==> src/rtl/neuro_pkg.sv <==
// neuro_pkg: shared defaults for the spike event arbiter family
package neuro_pkg;
  localparam int N_NEURONS_DEF = 8;
  localparam int ID_W_DEF = 3;
  localparam int DROP_W_DEF = 8;
endpackage

==> src/rtl/rr_pick.sv <==
// rr_pick: combinational round-robin winner search upward from last_grant+1
module rr_pick import neuro_pkg::*; #(
  parameter int N = N_NEURONS_DEF,
  parameter int W = ID_W_DEF
) (
  input  logic [N-1:0] req,
  input  logic [W-1:0] last_grant,
  output logic [W-1:0] grant_id,
  output logic         any_req
);
  logic [31:0] idx;
  assign any_req = |req;
  // scan farthest candidate first so the nearest set bit after last_grant wins
  always_comb begin
    grant_id = '0;
    idx = '0;
    for (int k = N; k >= 1; k--) begin
      idx = (32'(last_grant) + 32'(k)) % 32'(N);
      if (req[idx[W-1:0]]) grant_id = idx[W-1:0];
    end
  end
endmodule

==> src/rtl/spike_event_arbiter.sv <==
// spike_event_arbiter: latches neuron spikes and serialises them as round-robin events
module spike_event_arbiter import neuro_pkg::*; #(
  parameter int N_NEURONS = N_NEURONS_DEF,
  parameter int ID_W = ID_W_DEF,
  parameter int DROP_W = DROP_W_DEF
) (
  input  logic                 clk,
  input  logic                 rst,
  input  logic                 ena,
  input  logic [N_NEURONS-1:0] spike_in,
  output logic                 evt_valid,
  output logic [ID_W-1:0]      evt_id,
  input  logic                 evt_ready,
  input  logic                 clr_stats,
  output logic                 overflow,
  output logic [DROP_W-1:0]    drop_cnt
);
  localparam int SW = DROP_W + ID_W + 2;
  localparam logic [DROP_W-1:0] CNT_MAX = '1;
  logic [N_NEURONS-1:0] pending, grant_mask, new_spk, keep, drop_bits;
  logic [ID_W-1:0] last_grant, grant_id;
  logic any_req, load;
  logic [SW-1:0] drop_n, drop_sum;
  rr_pick #(.N(N_NEURONS), .W(ID_W)) u_pick (
    .req(pending),
    .last_grant(last_grant),
    .grant_id(grant_id),
    .any_req(any_req)
  );
  assign load = (!evt_valid || evt_ready) && any_req;
  assign grant_mask = load ? N_NEURONS'(1) << grant_id : '0;
  assign new_spk = ena ? spike_in : '0;
  assign keep = pending & ~grant_mask;
  assign drop_bits = keep & new_spk;
  // a spike onto a still-pending, ungranted neuron is lost; tally how many
  always_comb begin
    drop_n = '0;
    for (int i = 0; i < N_NEURONS; i++) drop_n = drop_n + SW'(drop_bits[i]);
    drop_sum = SW'(drop_cnt) + drop_n;
  end
  // pending set and output slot: load winner when slot frees, else drain on handshake
  always_ff @(posedge clk) begin
    if (rst) begin
      pending <= '0;
      last_grant <= ID_W'(N_NEURONS - 1);
      evt_valid <= 1'b0;
      evt_id <= '0;
    end else begin
      pending <= keep | new_spk;
      if (load) begin
        evt_valid <= 1'b1;
        evt_id <= grant_id;
        last_grant <= grant_id;
      end else if (evt_ready) evt_valid <= 1'b0;
    end
  end
  // sticky overflow and saturating drop count; clear wins over a same-cycle drop
  always_ff @(posedge clk) begin
    if (rst || clr_stats) begin
      overflow <= 1'b0;
      drop_cnt <= '0;
    end else if (|drop_bits) begin
      overflow <= 1'b1;
      drop_cnt <= drop_sum > SW'(CNT_MAX) ? CNT_MAX : drop_sum[DROP_W-1:0];
    end
  end
endmodule

==> config.mk <==
export PLATFORM = sky130hd
export DESIGN_NAME = spike_event_arbiter
export DESIGN_NICKNAME = d
export VERILOG_FILES = /design/src/rtl/neuro_pkg.sv /design/src/rtl/rr_pick.sv /design/src/rtl/spike_event_arbiter.sv
export SDC_FILE = /design/constraint.sdc
export NUM_CORES = 1
export LEC_CHECK = 0
export CORE_MARGIN = 4
export CORE_UTILIZATION = 35
export CTS_CLUSTER_DIAMETER = 60
export DETAILED_ROUTE_END_ITERATION = 16
export GPL_TIMING_DRIVEN = 0
export PLACE_DENSITY_LB_ADDON = 0.1
export SYNTH_ARGS = -nofsm -noshare
export SYNTH_HDL_FRONTEND = slang
export SYNTH_HIERARCHICAL = 1
export SYNTH_SLANG_ARGS = --single-unit
==> constraint.sdc <==
create_clock -name clk -period 7.8 [get_ports clk]
set_input_delay 1.56 -clock clk [delete_from_list [all_inputs] [get_ports clk]]
set_output_delay 1.56 -clock clk [all_outputs]
set_load 0.05 [all_outputs]
==> reports/results.ini <==
[status]
run_status=finished, final reports clean

[synthesis]
synthFlopType=dfxtp_1
synth_top_area_cell=dfxtp_1
postSynthRegisterBits=24
synth_xor_area_frac=0.0183
synth_simple_gate_area_share=0.194
ys_warn_count=6
synth.most_common_cell=nand2_1
postSynthCellCount=269
yosys-mux-area-fraction=0.143
synth_top_family_by_area=compound AO/OA/AOI/OAI gates
synth-compound-area-share=0.281
post_synth.cell_area_avg_um2=8.91
synth_adder_area_share=0.0836
ys_types=57
yosys.area.top_type_share=0.201
async_flop_share=0
synth_edf_count=0
synth.cells.most_frequent=nand2_1, dfxtp_1, a21oi_1
leading_post_synthesis_cells_by_cell_area=dfxtp_1, a21oi_1, mux4_1, fa_1, ha_1
synth-seq-area-share=0.201
syn_nets=295
synth.cell_area_um2=2400

[placement]
total_placed_instance_area_um2=2730
count_of_input_and_output_buffers=24
hpwl_dp_um=4710
gp_congestion=0.846

[setup_path]
cp_data_arrival_time_ns=7.17
r2r_end=drop_cnt[7]
timing.critical_path.fanout_max=15
r2r_setup_slack_ns=0.78
worst_r2r_startpoint=last_grant[1]
worst_setup_path_startpoint=last_grant[1]
criticalPathCategory=flop to flop
cp-end-kind=flop
worstRegToRegCells=25
required_ns=7.94
critical_path.startpoint_type=flop

[global_routing]
gr-usage-all-layers=0.153
grt_remaining_overflow=0
grt_max_degree=15
via_count_of_the_first_global_routing_pass=2098
wire_length_of_the_first_global_routing_pass_um=10600
antenna_found_initial=0

[clocking]
clock_buffers_created_by_tritoncts=3
clock_tree_from_tritoncts=yes
worstSkewPairLatency_ns=0.27
cts.path.max_buffers=2
cts.clk_slew.worst_paths_ns=0.09
htree_num_levels=1
root_driver=clkbuf_8
cts_num_sinks=24
postCtsSetupBuffers=0

[drt]
final_antenna_net_count=0
vias_per_cell=5.70
drt_drc_violations_left=0
wire_per_inst_um=16.3
first_iter_violations=65
drt_wl_total_um=6090
firstDrtPassIters=4
via_count=2125

[timing]
setup_viol=0
post-route-min-period_ns=7.02
finalCritPeriodShare=0.901
fin_worst_skew_ns=0.00472
relSlewSlack=0.662
timing.fmax_mhz=142
finalSetupTns_ns=0
hold_violations=0
grt_setup_unrepaired=false
final-max-slew-violation-count=0
worst_slew_pin_slew_ns=0.506

[finish]
register_area_um2=480
fraction_of_layout_cells_with_a_size_suffix_above_1=0.155
finish.instance_area_um2=2810
area_of_the_multi_input_gates_um2=1730
flow.area_growth_from_synthesis_pct=17.1
utilization=0.432
num-fill-cells=658
num-nets-final=323
n_antenna_cell=0

[worst_hold_path]
hold_path_startpoint=evt_id[1]
hold_class=flop to flop
worst_hold_path.endpoint=evt_id[1]
min_delay_path_depth=2

[power_and_ir_drop]
peakVddDrop_mv=0.200
p_per_area_nw_per_um2=426
static-leakage-power_nw=1.10

[flow_run]
maxCapViolCount=0

[floorplan]
die_area_um2=8230
core.rowCount=29
core_area_um2=6490
floorplan.die.width_um=90.7
chipHeight_um=90.7
floorplan.initialDensity=0.369
io-pin-count=26

-- cell families after synthesis --
kind of cell | count (synthesis)
xor+xnor | 5
buf+inv | 37
fa+ha+maj | 13
flops | 24
compound gates | 85
simple gates | 84
mux | 21
-- flip-flops by register name, summed over array words and instances, names as in the netlist --
| signal | flops |
|---|---|
| evt_valid | 1 |
| last_grant | 3 |
| pending | 8 |
| overflow | 1 |
| drop_cnt | 8 |
| evt_id | 3 |
-- power breakdown --
group          internal (mW)  total [mW]  switching [mW]  leakage [nW]
combinational          0.376       0.912           0.536         0.870
clock                 0.0687       0.111          0.0421        0.0357
sequential             0.145       0.174          0.0294         0.197
-- layout make-up --
cell class	count	area share
buffer	16	0.0401
inverter	20	0.0267
clock inverter	1	0.0107
tap	77	0.0343
timing repair buffer	24	0.0856
clock buffer	3	0.0147
sequential	24	0.171
multi-input combinational	208	0.617
-- critical path: stages, from the launching register on --
cell,delay (ns)
dfxtp_1,0.37
buf_2,0.32
inv_1,0.20
ha_1,0.45
mux4_2,0.60
mux2_2,0.34
nand2b_1,0.17
o21ai_0,0.21
nor2_1,0.08
a21oi_1,0.21
and2_1,0.17
buf_6,0.15
a31oi_4,0.12
fa_1,0.50
inv_1,0.05
fa_1,0.53
inv_1,0.05
fa_1,0.50
fa_1,0.46
inv_1,0.09
fa_1,0.20
nor2b_1,0.05
o21ai_0,0.35
nand2_1,0.18
a2111oi_0,0.44
a211oi_1,0.10
-- how the worst max path moves through the flow --
stage	to	depth (start not counted)
after floorplan	drop_cnt[5]	26
after global placement	drop_cnt[5]	26
after detailed placement	drop_cnt[5]	26
after CTS	drop_cnt[5]	26
after global routing	drop_cnt[7]	26
final	drop_cnt[7]	25
-- per-layer routing --
layer  wire length [µm]  GRT usage
met1               3220      0.235
met2               2600      0.224
met3                157     0.0125
met4                103     0.0472
met5                  0          0
-- placed cells by master (no fill, tap or decap), drive strengths merged, types with 4 or more instances in the layout --
cell,synthesis,final
o21ai,13,13
a21oi,22,22
a221o,5,5
nand2b,6,6
a211oi,6,6
mux2,7,7
dfxtp,24,24
a221oi,9,9
mux2i,6,6
nand2,26,26
a31oi,5,5
inv,20,20
nor2b,4,4
ha,8,8
mux4,8,8
buf,13,13
nand3,14,14
nor3,5,5
nor2,16,16
fa,5,5
o22ai,5,5
clkdlybuf4s50,0,24
clkbuf,4,6
-- metrics by stage --
| step | cells | power (mW) | setup slack (ns) | hold WS, ns |
|---|---|---|---|---|
| 6_report | 373 | 1.20 | 0.776 | 0.461 |
| 3_5_place_dp | 370 | 1.08 | 0.290 | 0.448 |
| 4_1_cts | 374 | 1.20 | 0.282 | 0.461 |
| 2_1_floorplan | 269 | 0.907 | 1.30 | 0.475 |
| 3_3_place_gp | 370 | 1.08 | 0.278 | 0.447 |
| 5_1_grt | 373 | 1.30 | 0.146 | 0.492 |
-- what timing repair did --
action,CTS,global route
hold buffers,0,0
endpoints found under the hold margin,0,0
endpoints found under the setup margin,0,8
resized for setup,0,3
Power figures use the tool's default switching activity.
